--- config.mk ---
export PLATFORM = sky130hd
export DESIGN_NAME = capturador_requisicoes
export DESIGN_NICKNAME = d
export VERILOG_FILES = /design/src/rtl/capturador_requisicoes.sv
export SDC_FILE = /design/constraint.sdc
export NUM_CORES = 1
export LEC_CHECK = 0
export CAP_MARGIN = 20
export CORE_MARGIN = 2
export CORE_UTILIZATION = 30
export DETAILED_ROUTE_END_ITERATION = 10
export GPL_TIMING_DRIVEN = 0
export SYNTH_ARGS = -nofsm -noshare
export SYNTH_HDL_FRONTEND = slang
export SYNTH_SLANG_ARGS = --single-unit
export TNS_END_PERCENT = 20
--- constraint.sdc ---
create_clock -name CLK -period 2 [get_ports CLK]
set_clock_uncertainty 0.1 [all_clocks]
set_input_delay 0.5 -clock CLK [delete_from_list [all_inputs] [get_ports CLK]]
set_output_delay 0.5 -clock CLK [all_outputs]
set_load 0.005 [all_outputs]
--- src/rtl/capturador_requisicoes.sv ---
// capturador_requisicoes: synchronises and debounces two users' switches and buttons, then
// captures one request per button press and holds it until the access-control side
// acknowledges it.
// Build macro TIMEOUT_EN: adds a hold timer that expires an unacknowledged request and
// pulses TIMEOUT; without it PRESENT waits for ACK forever and TIMEOUT is tied low.
module capturador_requisicoes #(
    parameter int unsigned DEB_CYCLES  = 50000,
    parameter int unsigned HOLD_CYCLES = 50000000
) (
    input  logic       CLK,
    input  logic       RST_N,
    input  logic [3:0] SW0,
    input  logic [3:0] SW1,
    input  logic [1:0] BTN0,
    input  logic [1:0] BTN1,
    input  logic       ACK,
    output logic [3:0] HH0,
    output logic [3:0] HH1,
    output logic [1:0] B0,
    output logic [1:0] B1,
    output logic       REQ_VALID,
    output logic       TIMEOUT
);

    localparam int unsigned NumBits = 12;
    localparam int unsigned DebW = (DEB_CYCLES > 1) ? $clog2(DEB_CYCLES) : 1;
    localparam logic [DebW-1:0] DebLast = DebW'(DEB_CYCLES - 1);
    // Bit layout is {BTN1, BTN0, SW1, SW0}; buttons idle high, switches idle low.
    localparam logic [NumBits-1:0] DebRst = 12'hF00;

    typedef enum logic [1:0] {StIdle, StPresent, StRelease} state_e;

    logic [NumBits-1:0] raw;
    logic [NumBits-1:0] sync1_q;
    logic [NumBits-1:0] sync2_q;
    logic [NumBits-1:0] deb_q;
    logic [NumBits-1:0] deb_d;
    logic [NumBits-1:0] deb_prev_q;
    logic [DebW-1:0]    cnt_q [NumBits];
    logic [DebW-1:0]    cnt_d [NumBits];
    logic [3:0]         arm_q;
    logic               press_evt;
    logic               all_released;
    logic               hold_expired;

    state_e     state_q;
    state_e     state_d;
    logic [3:0] hh0_q;
    logic [3:0] hh1_q;
    logic [1:0] b0_q;
    logic [1:0] b1_q;

    assign raw = {BTN1, BTN0, SW1, SW0};

    // Two-flop synchroniser for every raw input bit.
    always_ff @(posedge CLK or negedge RST_N) begin
        if (!RST_N) begin
            sync1_q <= '0;
            sync2_q <= '0;
        end else begin
            sync1_q <= raw;
            sync2_q <= sync1_q;
        end
    end

    // Per-bit debounce: a mismatch must persist DEB_CYCLES edges before the output follows.
    always_comb begin
        deb_d = deb_q;
        for (int i = 0; i < NumBits; i++) begin
            cnt_d[i] = '0;
            if (sync2_q[i] != deb_q[i]) begin
                if (cnt_q[i] == DebLast) begin
                    deb_d[i] = sync2_q[i];
                end else begin
                    cnt_d[i] = cnt_q[i] + DebW'(1);
                end
            end
        end
    end

    // Debounce state, previous debounced value for edge detection, and button arming.
    always_ff @(posedge CLK or negedge RST_N) begin
        if (!RST_N) begin
            deb_q      <= DebRst;
            deb_prev_q <= DebRst;
            arm_q      <= '0;
            for (int i = 0; i < NumBits; i++) begin
                cnt_q[i] <= '0;
            end
        end else begin
            deb_q      <= deb_d;
            deb_prev_q <= deb_q;
            // A button only counts once it has been seen released, so one held through
            // reset cannot fake a press when its debounced value settles low.
            arm_q      <= arm_q | (sync2_q[11:8] & deb_q[11:8]);
            for (int i = 0; i < NumBits; i++) begin
                cnt_q[i] <= cnt_d[i];
            end
        end
    end

    assign press_evt    = |(deb_prev_q[11:8] & ~deb_q[11:8] & arm_q);
    assign all_released = &deb_q[11:8];

`ifdef TIMEOUT_EN
    localparam int unsigned HoldW = (HOLD_CYCLES > 1) ? $clog2(HOLD_CYCLES) : 1;
    localparam logic [HoldW-1:0] HoldLast = HoldW'(HOLD_CYCLES - 1);

    logic [HoldW-1:0] hold_q;
    logic             timeout_q;

    // Hold timer runs only while presenting, so it starts from zero on every entry.
    always_ff @(posedge CLK or negedge RST_N) begin
        if (!RST_N) begin
            hold_q <= '0;
        end else if (state_q != StPresent) begin
            hold_q <= '0;
        end else begin
            hold_q <= hold_q + HoldW'(1);
        end
    end

    assign hold_expired = (state_q == StPresent) && (hold_q == HoldLast);

    // TIMEOUT pulses with the move to RELEASE; a coincident ACK suppresses it.
    always_ff @(posedge CLK or negedge RST_N) begin
        if (!RST_N) begin
            timeout_q <= 1'b0;
        end else begin
            timeout_q <= hold_expired & ~ACK;
        end
    end

    assign TIMEOUT = timeout_q;
`else
    logic unused_hold_cfg;

    assign unused_hold_cfg = ^HOLD_CYCLES;
    assign hold_expired    = 1'b0;
    assign TIMEOUT         = 1'b0;
`endif

    // FSM state register.
    always_ff @(posedge CLK or negedge RST_N) begin
        if (!RST_N) begin
            state_q <= StIdle;
        end else begin
            state_q <= state_d;
        end
    end

    // FSM next state: presses outside IDLE and ACK outside PRESENT are simply not looked at.
    always_comb begin
        state_d = state_q;
        unique case (state_q)
            StIdle:    if (press_evt) state_d = StPresent;
            StPresent: if (ACK || hold_expired) state_d = StRelease;
            StRelease: if (all_released) state_d = StIdle;
            default:   state_d = StIdle;
        endcase
    end

    // Capture every debounced switch and button when a request is accepted.
    always_ff @(posedge CLK or negedge RST_N) begin
        if (!RST_N) begin
            hh0_q <= 4'b0000;
            hh1_q <= 4'b0000;
            b0_q  <= 2'b11;
            b1_q  <= 2'b11;
        end else if (state_q == StIdle && press_evt) begin
            hh0_q <= deb_q[3:0];
            hh1_q <= deb_q[7:4];
            b0_q  <= deb_q[9:8];
            b1_q  <= deb_q[11:10];
        end
    end

    // FSM outputs: button codes and valid are shown only while presenting.
    always_comb begin
        HH0       = hh0_q;
        HH1       = hh1_q;
        B0        = 2'b11;
        B1        = 2'b11;
        REQ_VALID = 1'b0;
        if (state_q == StPresent) begin
            B0        = b0_q;
            B1        = b1_q;
            REQ_VALID = 1'b1;
        end
    end

endmodule

==> flow_metrics.env <==
export IMPL_max_stage_delay_ns=0.41
export IMPL_slew_headroom=0.6557
export IMPL_seq_area_frac_synth=0.5538
export IMPL_timing_fmax_ghz=0.4654
export IMPL_cts_buffers_inserted=29
export IMPL_core_rowCount=71
export IMPL_drv_cap=0
export IMPL_grt_max_degree=120
export IMPL_leakagePower_uw=0.005577
export IMPL_grt_usage=0.1090
export IMPL_root_buffer="clkbuf_16"
export IMPL_ys_top_cells_by_area="dfrtp_1 53%, xnor2_1 12%, nor2_1 7.8%, nor4_1 3.1%, dfstp_2 2.8%"
export IMPL_drtIter0Drc=440
export IMPL_synth_area_mm2=0.01132
export IMPL_synth_edf_count=0
export IMPL_path_clk_slew_ns=0.06
export IMPL_power_density_mw_per_mm2=780.5
export IMPL_portBuffers=27
export IMPL_globalplace_congestion=0.7741
export IMPL_clockBufferDepth=3
export IMPL_vdd_drop_max_mv=0.5810
export IMPL_wirelength_um=20890
export IMPL_fin_ws_ns=-0.1485
export IMPL_design_core_area_mm2=0.03740
export IMPL_clk_insertion_delay_late_ns=0.53
export IMPL_layout_min_cycle_time_ns=2.149
export IMPL_finalCritPeriodShare=1.074
export IMPL_n_fill_cell=3632
export IMPL_fin_util=0.3681
export IMPL_syn_inst=1079
export IMPL_violations="negative setup slack"
export IMPL_holdPathStages=0
export IMPL_crit_chain="nor2b_4 > buf_12 > buf_6 > buf_6 > nand2b_4 > buf_6"
export IMPL_dp_hpwl_um=13070
export IMPL_synth_distinct_cells=44
export IMPL_synth_top_area_frac=0.5260
export IMPL_critPathMaxFanout=3
export IMPL_crit_family="flip-flops"
export IMPL_viasPerCell=4.532
export IMPL_slew_violations=0
export IMPL_insertedDiodeCount=0
export IMPL_finalPower_uw=10740
export IMPL_initial_core_util=0.3028
export IMPL_worst_path_stages=6
export IMPL_r2r_cells=4
export IMPL_fin_nets=1191
export IMPL_hp_class="flop to flop"
export IMPL_synth_avg_cell_area_um2=10.49
export IMPL_hold_viol=0
export IMPL_antenna_found_initial=0
export IMPL_drc=0
export IMPL_synthArstFlopShare=1.000
export IMPL_arrival_ns=1.55
export IMPL_critical_path_required_ns=1.40
export IMPL_critPathLaunchType="flop"
export IMPL_crit_top_cell="buf_6"
export IMPL_cts_max_level=1
export IMPL_crit_slowest_cell="dfrtp_1"
export IMPL_crit_path_end_kind="output port"
export IMPL_ys_flop_type="dfrtp_1"
export IMPL_wire_per_inst_um=12.34
export IMPL_tightest_slew_ns=0.5165
export IMPL_yosys_register_bits=250
export IMPL_grt_first_pass_wirelength_um=36360
export IMPL_die_area_mm2=0.03932
export IMPL_vias=7673
export IMPL_synth_top_area_cell="dfrtp_1"
export IMPL_tritoncts="built"
export IMPL_io_pins=29
export IMPL_drive_above_1_share=0.1438
export IMPL_critical_path_class="flop to output port"
export IMPL_syn_nets=1110
export IMPL_grt_pass1_vias=7712
export IMPL_ant_nets=0
export IMPL_rsz0062_at_grt="true"
export IMPL_ys_warn_count=0
export IMPL_clock_sinks=250
export IMPL_dieHeight_um=198.3
export IMPL_die_x_um=198.3
export IMPL_first_pass_iters=4
export IMPL_grt_ovfl_total=0
export IMPL_finalSetupViolCount=26
export IMPL_status="finished, violations left"
export IMPL_path_buf_inv=4
export IMPL_area_growth_syn_to_layout_pct=21.57
registers in the layout, summed over array words and instances, names as in the netlist:
signal and flops:
cnt_q 192, HH0 4, deb_prev_q 4, b1_q 2, sync1_q 12, sync2_q 12
deb_q 12, arm_q 4, b0_q 2, state_q 2, HH1 4
cells in the mapped netlist (all sizes together) (16+ instances only):
master    n
nand2    49
ha       16
xor2     24
inv      46
nand3    59
xnor2   150
nand4    39
nor2    238
mux2     24
dfrtp   238
nor4     57
nor3     40
per-layer routing:
metal  GRT usage  wire [um]  up-vias
met3     0.01942        644       31
met2      0.1851       9737       69
met5           0          0        -
met4     0.02868        409        0
met1      0.1433      10100     3740
li1            -          -     3833
cell type report:
type | count | area (um2) | share of cell area
clock buffer | 44 | 842.1 | 0.06117
tap | 511 | 639.4 | 0.04645
buffer | 17 | 163.9 | 0.01191
sequential | 250 | 6272 | 0.4556
timing repair buffer | 50 | 530.5 | 0.03854
multi-input combinational | 766 | 5050 | 0.3668
clock inverter | 9 | 95.09 | 0.006908
inverter | 46 | 172.7 | 0.01254
worst reg2reg max path: stages, from the launching register on:
cell	delay (ns)
dfrtp_1	0.41
or4b_4	0.53
or4_4	0.57
nor2_4	0.13
mux2_4	0.29
cells in the final DEF (no fill, tap or decap), types with 8 or more instances in the layout:
cell             count
buf_4               17
buf_6               13
clkbuf_1            11
clkbuf_16           30
clkdlybuf4s50_1     13
dfrtp_1            237
dfstp_2             12
ha_1                16
inv_1               46
mux2_2              21
nand2_1             46
nand3_1             48
nand3_2             10
nand3b_1             8
nand4_1             39
nor2_1             235
nor3_1              40
nor4_1              53
xnor2_1            150
xor2_1              24
worst paths after layout:
kind / start / end / slack [ns]
max in group asynchronous: RST_N / deb_prev_q[8] / 0.23
setup / recovery: state_q[1] / B0[0] / -0.15
hold / removal: sync1_q[4] / sync2_q[4] / 0.24
min in group asynchronous: RST_N / cnt_q[13] / 0.40
setup reg to reg: cnt_q[12] / deb_q[11] / -0.11
hold reg to reg: sync1_q[4] / sync2_q[4] / 0.24
timing repair:
action,CTS,global route
resized for setup,60,40
hold endpoints to repair,63,0
setup buffers,11,8
pin swaps,19,8
gates cloned,0,1
hold buffers,1,0
endpoints found under the setup margin,155,263
cells by family (layout without fill, tap and decap cells):
| logic type | after synthesis | after routing | share of synthesized area |
|---|---|---|---|
| xor gates and xnor gates | 174 | 174 | 0.1346 |
| and+or+nand+nor | 535 | 535 | 0.2303 |
| adders and majority gates | 16 | 16 | 0.01768 |
| other | 1 | 1 | 0.0003312 |
| buffers and inverters | 63 | 166 | 0.02420 |
| AOI/OAI and AO/OA | 16 | 16 | 0.01525 |
| muxes | 24 | 24 | 0.02387 |
| DFF | 250 | 250 | 0.5538 |
through the flow:
step / instance area [um2] / instances / hold slack [ns] / setup TNS, ns / worst slack, ns
2_1_floorplan: 11320 / 1079 / 0.1044 / -0.03263 / -0.01632
6_report: 13770 / 1693 / 0.2446 / -0.9209 / -0.1485
4_1_cts: 13520 / 1684 / 0.2446 / -1.278 / -0.1809
5_1_grt: 13770 / 1693 / 0.2541 / -4.031 / -0.2223
3_5_place_dp: 12290 / 1619 / 0.2347 / -26.74 / -0.4880
3_3_place_gp: 12230 / 1617 / 0.2346 / -2591.94 / -10.47
where the power goes:
part | internal [uW] | switching (uW)
Combinational | 156 | 230
Clock | 3140 | 2000
Sequential | 5150 | 75.9
(Power assumes the default switching activity.)
